<file path="config.mk">
export PLATFORM = sky130hd
export DESIGN_NAME = pcpi_hub
export DESIGN_NICKNAME = d
export VERILOG_FILES = /design/src/rtl/pcpi_hub.sv
export SDC_FILE = /design/constraint.sdc
export NUM_CORES = 1
export LEC_CHECK = 0
export BUFFER_PORTS_ARGS = -buffer_cell sky130_fd_sc_hd__buf_2
export CORE_AREA = 2 2 149 151
export DETAILED_ROUTE_END_ITERATION = 7
export DIE_AREA = 0 0 151 153
export HOLD_SLACK_MARGIN = 0.1
export PLACE_DENSITY = 0.52
export SLEW_MARGIN = 30
export SYNTH_ARGS = -nofsm -noshare
export SYNTH_HDL_FRONTEND = slang
export SYNTH_SLANG_ARGS = --single-unit
</file>
<file path="constraint.sdc">
create_clock -name clk -period 5.3 [get_ports clk]
set_clock_uncertainty 0.2 [all_clocks]
set_input_delay 0.53 -clock clk [delete_from_list [all_inputs] [get_ports clk]]
set_output_delay 0.53 -clock clk [all_outputs]
set_load 0.01 [all_outputs]
</file>
<file path="src/rtl/pcpi_hub.sv">
// rtl/pcpi_hub.sv - PCPI fan-out/fan-in hub for NUM_CH coprocessors; PCPI_HUB_STATS_EN adds completion/timeout counters
module pcpi_hub #(
    parameter int NUM_CH  = 4,
    parameter int XLEN    = 32,
    parameter int TIMEOUT = 12
) (
    input  logic                   clk,
    input  logic                   resetn,
    input  logic                   pcpi_valid,
    input  logic [31:0]            pcpi_insn,
    input  logic [XLEN-1:0]        pcpi_rs1,
    input  logic [XLEN-1:0]        pcpi_rs2,
    output logic                   pcpi_wr,
    output logic [XLEN-1:0]        pcpi_rd,
    output logic                   pcpi_wait,
    output logic                   pcpi_ready,
    input  logic [NUM_CH-1:0]      ch_en,
    output logic [NUM_CH-1:0]      ch_valid,
    output logic [31:0]            ch_insn,
    output logic [XLEN-1:0]        ch_rs1,
    output logic [XLEN-1:0]        ch_rs2,
    input  logic [NUM_CH-1:0]      ch_wr,
    input  logic [NUM_CH*XLEN-1:0] ch_rd,
    input  logic [NUM_CH-1:0]      ch_wait,
    input  logic [NUM_CH-1:0]      ch_ready,
`ifdef PCPI_HUB_STATS_EN
    input  logic [2:0]             stat_sel,
    output logic [15:0]            stat_cnt,
`endif
    output logic                   evt_timeout,
    output logic                   evt_collision
);
    localparam int IW = (NUM_CH > 1) ? $clog2(NUM_CH) : 1;

    typedef enum logic [2:0] {S_IDLE, S_WAIT, S_RESP, S_DRAIN, S_DROP} state_t;

    state_t            state, state_nxt;
    logic [3:0]        timer;
    logic              wr_q;
    logic [XLEN-1:0]   rd_q;
    logic [NUM_CH-1:0] rdy_m, wait_m;
    logic [IW-1:0]     win_idx;
    logic [3:0]        rdy_cnt;
    logic              any_rdy, any_wait, capture, timeout_hit;

    assign ch_insn = pcpi_insn;
    assign ch_rs1  = pcpi_rs1;
    assign ch_rs2  = pcpi_rs2;

    // Lowest enabled ready channel wins; the count flags collisions.
    always_comb begin
        rdy_m    = ch_ready & ch_en;
        wait_m   = ch_wait & ch_en;
        any_rdy  = |rdy_m;
        any_wait = |wait_m;
        win_idx  = '0;
        rdy_cnt  = '0;
        for (int i = NUM_CH - 1; i >= 0; i--) begin
            if (rdy_m[i]) win_idx = IW'(i);
            rdy_cnt = rdy_cnt + 4'(rdy_m[i]);
        end
        capture     = pcpi_valid && any_rdy && (state == S_IDLE || state == S_WAIT);
        timeout_hit = (state == S_IDLE) && pcpi_valid && !any_rdy && !any_wait &&
                      (timer == 4'(TIMEOUT - 1));
    end

    always_ff @(posedge clk or negedge resetn) begin
        if (!resetn) state <= S_IDLE;
        else         state <= state_nxt;
    end

    always_comb begin
        state_nxt = state;
        case (state)
            S_IDLE: begin
                if (pcpi_valid) begin
                    if (any_rdy)          state_nxt = S_RESP;
                    else if (any_wait)    state_nxt = S_WAIT;
                    else if (timeout_hit) state_nxt = S_DROP;
                end
            end
            S_WAIT: begin
                if (!pcpi_valid)  state_nxt = S_IDLE;
                else if (any_rdy) state_nxt = S_RESP;
            end
            S_RESP:  state_nxt = S_DRAIN;
            S_DRAIN,
            S_DROP:  if (!pcpi_valid) state_nxt = S_IDLE;
            default: state_nxt = S_IDLE;
        endcase
    end

    always_comb begin
        ch_valid      = '0;
        pcpi_wait     = 1'b0;
        pcpi_ready    = 1'b0;
        pcpi_wr       = 1'b0;
        pcpi_rd       = rd_q;
        evt_timeout   = timeout_hit;
        evt_collision = capture && (rdy_cnt > 4'd1);
        case (state)
            S_IDLE: begin
                ch_valid  = {NUM_CH{pcpi_valid}} & ch_en;
                pcpi_wait = any_wait;
            end
            S_WAIT: begin
                ch_valid  = {NUM_CH{pcpi_valid}} & ch_en;
                pcpi_wait = 1'b1;
            end
            S_RESP: begin
                pcpi_ready = 1'b1;
                pcpi_wr    = wr_q;
            end
            default: ;
        endcase
    end

    // Timer counts only while an unclaimed request sits in IDLE; WAIT freezes it.
    always_ff @(posedge clk or negedge resetn) begin
        if (!resetn) begin
            timer <= '0;
            wr_q  <= 1'b0;
            rd_q  <= '0;
        end else begin
            if (state == S_IDLE && pcpi_valid && state_nxt == S_IDLE)
                timer <= timer + 4'd1;
            else if (!(state == S_WAIT && state_nxt == S_WAIT))
                timer <= '0;
            if (capture) begin
                wr_q <= ch_wr[win_idx];
                rd_q <= ch_rd[win_idx*XLEN +: XLEN];
            end
        end
    end

`ifdef PCPI_HUB_STATS_EN
    logic [15:0] comp_cnt [NUM_CH];
    logic [15:0] tmo_cnt;
    logic [15:0] stat_nxt;

    always_comb begin
        stat_nxt = '0;
        for (int i = 0; i < NUM_CH; i++)
            if (3'(i) == stat_sel) stat_nxt = comp_cnt[i];
        if (stat_sel == 3'd7) stat_nxt = tmo_cnt;
    end

    always_ff @(posedge clk or negedge resetn) begin
        if (!resetn) begin
            for (int i = 0; i < NUM_CH; i++) comp_cnt[i] <= '0;
            tmo_cnt  <= '0;
            stat_cnt <= '0;
        end else begin
            for (int i = 0; i < NUM_CH; i++)
                if (capture && win_idx == IW'(i) && comp_cnt[i] != 16'hFFFF)
                    comp_cnt[i] <= comp_cnt[i] + 16'd1;
            if (timeout_hit && tmo_cnt != 16'hFFFF) tmo_cnt <= tmo_cnt + 16'd1;
            stat_cnt <= stat_nxt;
        end
    end
`endif

endmodule

</file>
* After elaboration in Yosys (flattened, before gate mapping)
Cells that the tools add are included.
Storage, ports and cells: word-level logic and storage cells 59, RAM bits 0, memory bits (read-only) 0, bits in registers 40, memories kept 0, latch bits 0
Operators by class: reduce and logical (&&, ||, !) cells 18, multiply operators 0, divide/modulo/power cells 0, bitwise gates (word level) 3, equal/unequal tests 7, add/sub/neg operators 4, magnitude comparators 2, mux-type cells 20, shift operators 1
Operators by type and width (count):
- $shiftx A128 B8 Y32 | 1
- $mux W3 | 7
- $and A4 B4 Y4 | 3
- $mux W4 | 3
- $pmux W3 S4 | 1
- $logic_and A1 B1 Y1 | 9
- $mux W2 | 4
- $reduce_or A4 Y1 | 2
- $eq A3 B1 Y1 const B | 2
- $eq A3 B2 Y1 const B | 2
- $logic_not A3 Y1 | 2
- $add A3 B1 Y4 | 1
- $add A4 B1 Y4 const B | 1
- $eq A4 B4 Y1 const B | 1
- $gt A4 B1 Y1 const B | 1
- $reduce_or A2 Y1 | 2
- $add A2 B1 Y3 | 1
- $eq A3 B3 Y1 const B | 1
- $lt A2 B3 Y1 const B | 1
- $mux W1 | 3
- $add A1 B1 Y2 | 1
- $bmux W1 S2 | 1
- $logic_not A1 Y1 | 2
- $ne A2 B2 Y1 const B | 1
- 2 further kinds | 2

* Longest topological paths before layout
Gate-level depths: netlist of the first run.
word-level depth 15, gate-level depth with buffers 9, mapped depth without buffers 6

* Least setup slack after synthesis of the first run
OpenSTA, ideal clock, no wires.
path type in2out, start input ch_en[0], end output evt_timeout, arrival time 2.377 ns, setup slack 2.193 ns, buffers on the path 2, data required time 4.570 ns, stages 8, cells stage by stage nand2_1 clkbuf_1 clkbuf_1 ha_1 inv_1 or3_1 or3_4 nor2_1
Between the ends: longest elaborated chain between the ends 6
RTL lines:
- start, declared | RTL line 17 | input logic [NUM_CH-1:0] ch_en,
- $and A4 B4 Y4 | RTL line 52 | rdy_m = ch_ready & ch_en;
- $reduce_or A4 Y1 | RTL line 54 | any_rdy = |rdy_m;
- $logic_not A1 Y1 | RTL line 63 | timeout_hit = (state == S_IDLE) && pcpi_valid && !any_rdy && !any_wait &&
- $logic_and A1 B1 Y1 | RTL line 63
- $logic_and A1 B1 Y1 (*) (2 in a row) | RTL line 63
- end, declared | RTL line 30 | output logic evt_timeout,
Mark *: on every way between the ends. The rest lies on a longest branch, timed or not.

* Final worst setup path of the first run
Ends and elaborated chain as after synthesis.

==> reports/metrics.cfg, run 1 <==
[layout]
n_fill_cell = 2454
layout_common_cells = buf_2, dfrtp_1, nor2_1, and2_1
insertedDiodeCount = 0
final_util_pct = 20.1
drive_above_1_share_pct = 41.7
finalInstanceArea_mm2 = 0.00432
nNetsFinal = 753
seq_area_mm2 = 0.00100
layout.cells.most_common = buf_2
multiInputGateArea_mm2 = 0.00176
areaGrowthSynthToFinish_pct = 19.7

[timing]
setup_viol = 0
postLayoutSetupSlackWorst_ps = 1990
final_count_of_pins_violating_max_slew = 0
max_clock_freq_mhz = 302
slew_hr_pct = 40.5
finalCriticalPeriod_ps = 3310
report.final.hold_viol_count = 0
timing.setup.tns_ps = 0
rsz_0062_raised_after_global_routing = false
worstMarginPinSlew_ps = 891
finalCritPeriodShare_pct = 62.5
whs_ps = 297

[critical_path]
r2r_start = state[1]
worst_setup_path_start_kind = input port
worst-setup-path-type = in -> out
critical_path_arrival_ps = 2580
worstReg2RegEnd = pcpi_rd[4]
worstSetupStartpoint = ch_en[0]
r2r_worst_path_depth = 4
regToRegSetupSlack_ps = 2790
timing.critical_path.required_ps = 4570
critical_path_peak_fanout = 34
worstSetupEndpointType = primary output

[clock_tree]
clk_pin_slew_ps = 70
total_clock_buffers_created_by_cts = 5
clkSinkCount = 40
clock_root_buffer = clkbuf_16
cts_post_setup_buffers_inserted = 0
ctsHtreeMaxLevel = 2
cts_resized = 0
cts-root-to-sink-buffers = 2
tritoncts = done
cts_hold_buffers = 1
clk_latency_ps = 290

[grt]
first_global_vias = 3516
wire_length_of_the_first_global_routing_pass_um = 21000
grt_start_max_net_pins = 41
number_of_antenna_violations_at_the_first_check_in_global_routing = 1
groute.usage.overall_pct = 12.2
grt_overflow = 0

[drt]
drt_first_iter_violations = 148
drc_errors = 0
routedWlPerCell_um = 18.6
drt-total-wl_um = 14600
firstDrtPassIters = 6
vias = 3555
antenna_left = 0
detail_route.vias_per_cell = 4.51

[job]
max-cap-violations = 0

[hold_path]
min-delay-path-class = in -> reg
worst_hold_startpoint = pcpi_valid
hold_depth = 2
hold_path_end = state[2]

[floorplan]
die_outline_area_mm2 = 0.0231
top_level_ports = 380
core_area_mm2 = 0.0215
die_h_um = 153
initial_utilization_pct = 16.8
die-width_um = 151
site_row_count = 54

[place]
replace_congestion = 0.727
placed_cell_area_mm2 = 0.00413
place_hpwl_um = 10400
io_buffers = 187
detailedPlace.worstSlack_ps = 1920

[logic_synthesis]
synth-warning-count = 0
netlist-cell-type-count = 35
synth-edff-count = 0
yosysSeqAreaShare_pct = 27.7
synth_nets = 682
synth-async-reset-ratio_pct = 100
ys_ff_latch = 40
synthesis.area_per_instance_um2 = 8.28
synth_ff_type = dfrtp_1
syn-instance-count = 436
netlist_area_mm2 = 0.00361

[power]
max-vdd-ir-drop_uv = 105
power_density_mw_per_mm2 = 323
leak_nw = 1.95

[status]
result_of_the_run = finished, final reports clean

## logic make-up (layout without fill, tap and decap cells)
kind of cell / Yosys count / count (layout) / share of synthesized area (%)
AOI/OAI and AO/OA: 152 / 152 / 31.7
buffers and inverters: 138 / 210 / 24.6
and+or+nand+nor: 103 / 103 / 14.7
DFF: 40 / 40 / 27.7
adders and majority gates: 3 / 3 / 1.25
## worst max-delay path, stage by stage
cell and delay, ps:
buf_2 110, nand2_2 470, ha_1 350, inv_1 80, or3_1 390, or3_4 410, nor2_1 90, buf_2 130
## worst max path at each step
stage | end | depth (start not counted)
floorplan | evt_timeout | 8
global placement | evt_timeout | 8
detailed placement | evt_timeout | 8
CTS | evt_timeout | 8
global route | evt_timeout | 8
finish | evt_timeout | 8
## layer usage
metal	global-route usage, %	routed length (µm)	vias to the layer above
li1	-	-	1637
met1	14.5	6000	1670
met2	20.1	6840	202
met3	3.85	1270	46
met4	5.43	519	0
met5	0	0	-
## state kept, by name (all words and copies together) (netlist names)
signal,cells
timer,4
pcpi_rd,32
state,3
wr_q,1
## synthesized netlist by cell type, types with 3 or more instances
master / count / area [µm²]
and2_1: 38 / 238
a221oi_1: 34 / 298
a22o_1: 3 / 26.3
o21ai_0: 5 / 25.0
buf_2: 8 / 40.0
nand3_1: 4 / 20.0
dfrtp_1: 40 / 1000
nor3_1: 6 / 30.0
nor2_1: 38 / 143
a22oi_1: 33 / 248
o22ai_1: 33 / 206
inv_1: 7 / 26.3
a21boi_0: 34 / 255
clkbuf_1: 27 / 101
nand2_1: 7 / 26.3
buf_4: 96 / 721
## power breakdown
part	switching, mW	internal, mW
clock network	0.147	0.249
logic	0.280	0.236
registers	0.0686	0.415
## per-stage QoR
stage | cells | power (mW)
final | 788 | 1.40
after global routing | 788 | 1.49
after CTS | 788 | 1.42
after detailed placement | 779 | 1.01
after global placement | 779 | 1.01
after floorplan | 436 | 0.829
## final cells by class
cell class                 instances  share of cell area [%]
multi-input combinational        258                    40.8
sequential                        40                    23.1
timing repair buffer             195                    23.1
tap                              280                    8.10
clock buffer                       7                    3.53
clock inverter                     1                   0.694
inverter                           7                   0.608
Note: power is estimated with default switching activity, not from simulation.
==> run 2, diff against run 1 <==
- ABC_AREA: unset -> 1
- CORE_AREA: 2 2 149 151 -> 2 2 147 149
- DIE_AREA: 0 0 151 153 -> 0 0 149 151
- PLACE_DENSITY: 0.52 -> 0.56
- clock period: 5.3 -> 2.7 ns (I/O delays scaled with it)
==> run 2 against run 1 <==
Against the previous run:
- core utilization increased by 1.7 points
- critical path depth decreased by 1
- cell area increased by 5.2%
- register-to-register slack got worse by 1900 ps
- wire length decreased by 5.3%
- sequential power increased by 110%
- global-route usage decreased by 0.051 points
- sequential share of layout area decreased by 1.1 points
- largest cell class unchanged
- critical endpoint is now evt_collision
- die area decreased by 2.6%
==> reports/metrics.cfg, run 2 <==
[status]
result_of_the_run = finished, final reports clean

[floorplan]
die-width_um = 149
die_h_um = 151
initial_utilization_pct = 18.6
top_level_ports = 380
die_outline_area_mm2 = 0.0225
core_area_mm2 = 0.0208
site_row_count = 53

[hold_path]
hold_depth = 5
hold_path_end = pcpi_rd[25]
min-delay-path-class = in -> reg
worst_hold_startpoint = ch_rd[121]

[critical_path]
critical_path.max_stage_delay_ps = 390
r2r_worst_path_depth = 8
cpMaxStageDelayCell = dfrtp_1
timing.critical_path.required_ps = 2230
worstSetupEndpointType = primary output
critical_path_peak_fanout = 18
worstReg2RegEnd = pcpi_rd[18]
worst_setup_path_start_kind = flop
cp_cell_sequence = nor2_1, nand2_1, inv_1, nand2_2, buf_4, a21oi_1, buf_2
regToRegSetupSlack_ps = 940
r2r_start = state[1]
critical_path_arrival_ps = 1630
worst-setup-path-type = reg -> out

[logic_synthesis]
yosysTopAreaCellShare_pct = 25.8
syn-instance-count = 587
synth-async-reset-ratio_pct = 100
ys_ff_latch = 40
synthesis.area_per_instance_um2 = 6.61
yosys-mux-area-fraction_pct = 0
synth_nets = 833
synth.top_cells.by_count = nand2_1, buf_4, inv_1
synth_area_leaders = dfrtp_1, buf_4, nand2_1, o21ai_1, nand3b_1
synth_compound_gate_area_share_pct = 8.90
yosysMostFrequentCell = nand2_1
netlist_area_mm2 = 0.00388
synth_top_cell_by_area = dfrtp_1
yosys.area_share.simple_pct = 34.9
main_combinational_cell_family_by_area_after_synthesis = simple AND/OR/NAND/NOR gates
synth_xor_area_share_pct = 0.451
post_synth_fa_ha_maj_area_fraction_pct = 1.16
synth_ff_type = dfrtp_1
synth-edff-count = 0
synth-warning-count = 0
yosysSeqAreaShare_pct = 25.8
netlist-cell-type-count = 23

[place]
place_inst = 935
io_buffers = 187
place_hpwl_um = 10400
replace_congestion = 0.758

[clock_tree]
cts_post_setup_buffers_inserted = 0
clock_root_buffer = clkbuf_16
total_clock_buffers_created_by_cts = 5
cts_resized = 0
ctsHtreeMaxLevel = 2
clkSinkCount = 40
clk_pin_slew_ps = 70
clk_latency_ps = 290
cts-root-to-sink-buffers = 2
tritoncts = done

[grt]
wire_length_of_the_first_global_routing_pass_um = 20600
number_of_antenna_violations_at_the_first_check_in_global_routing = 1
groute.usage.overall_pct = 12.2
first_global_vias = 3744
grt_start_max_net_pins = 66
grt_overflow = 0

[timing]
finalCritPeriodShare_pct = 77.8
max_clock_freq_mhz = 476
worstMarginPinSlew_ps = 542
rsz_0062_raised_after_global_routing = false
report.final.hold_viol_count = 0
finalCriticalPeriod_ps = 2100
timing.setup.tns_ps = 0
setup_viol = 0
final_count_of_pins_violating_max_slew = 0
slew_hr_pct = 63.9

[power]
leak_nw = 2.57
max-vdd-ir-drop_uv = 298
power_density_mw_per_mm2 = 662

[layout]
largest_reg_flops = 32
finish.cell_count_without_fillers = 945
layout_common_cells = buf_2, nand2_1, inv_1
layout.cells.most_common = buf_2
nNetsFinal = 914
areaGrowthSynthToFinish_pct = 17.2
drive_above_1_share_pct = 33.9

[drt]
firstDrtPassIters = 4
detail_route.vias_per_cell = 4.10
routedWlPerCell_um = 14.7
drt-total-wl_um = 13900
drt_first_iter_violations = 124
drc_errors = 0
vias = 3873
antenna_left = 0

[job]
max-cap-violations = 0

run 2: changes by cell type in the layout (fill, tap and decap cells not counted), moves of 31 or more:
cell      before  now
o21ai_1        0   50
a221oi_1      34    0
a22oi_1       33    0
nand3_1        3   45
o22ai_1       33    0
nand2_1        4  148
inv_1          7   51
nand3b_1       2   33
a21boi_0      34    0
and2_1        38    0
run 2: stage by stage:
| step | utilization, % | cell area (µm²) | total power, mW | setup WS, ps | hold slack, ps |
|---|---|---|---|---|---|
| global route | 21.8 | 4550 | 3.30 | 430 | 153 |
| global placement | 21.0 | 4370 | 2.34 | 552 | 115 |
| floorplan | - | 3880 | 1.88 | 673 | -226 |
| CTS | 21.8 | 4540 | 3.08 | 579 | 115 |
| finish | 21.8 | 4550 | 3.01 | 600 | 127 |
| detailed placement | 21.0 | 4370 | 2.34 | 543 | 108 |
run 2: what timing repair did:
item	CTS	global route
setup endpoints to repair	0	0
endpoints found under the hold margin	18	0
hold buffers	1	0
run 2: layout make-up:
class | instances | area (µm²)
fill | 2402 | 16300
multi-input combinational | 368 | 1760
timing repair buffer | 200 | 1070
sequential | 40 | 1000
tap | 275 | 344
inverter | 53 | 199
clock buffer | 6 | 129
clock inverter | 2 | 35.0
antenna | 1 | 2.50
run 2: report_power, final:
| group | internal, mW | switching [mW] |
|---|---|---|
| clock | 0.436 | 0.263 |
| sequential | 0.851 | 0.150 |
| combinational | 0.522 | 0.788 |
run 2: metal layers:
metal | up-vias | track usage [%] | part of all wire, % | routed length [µm]
met2 | 172 | 19.8 | 45 | 6270
li1 | 1902 | - | - | -
met3 | 42 | 4.31 | 9.2 | 1280
met4 | 0 | 5.52 | 3.1 | 424
met1 | 1757 | 14.3 | 42 | 5880
met5 | - | 1.36 | 0 | 0
run 2: worst max-delay path by stage:
stage	start	endpoint	slack, ps	depth (start not counted)
floorplan	ch_en[0]	evt_collision	670	6
global placement	ch_en[0]	pcpi_rd[5]	550	9
detailed placement	ch_en[0]	pcpi_rd[5]	540	9
CTS	state[1]	evt_collision	580	7
global route	state[1]	evt_collision	430	7
finish	state[1]	evt_collision	600	7
run 2: cells by family after synthesis:
kind of cell,count (synthesis)
AOI/OAI and AO/OA,69
xor gates and xnor gates,2
adders and majority gates,3
buffers and inverters,179
DFF,40
and+or+nand+nor,294
run 2: critical path: cells and delay by family (launching register included):
family                 cells  cell delay (ps)
flip-flops                 1              390
AND/OR/NAND/NOR            3              370
AO/OA/AOI/OAI              1              130
buffers and inverters      3              440
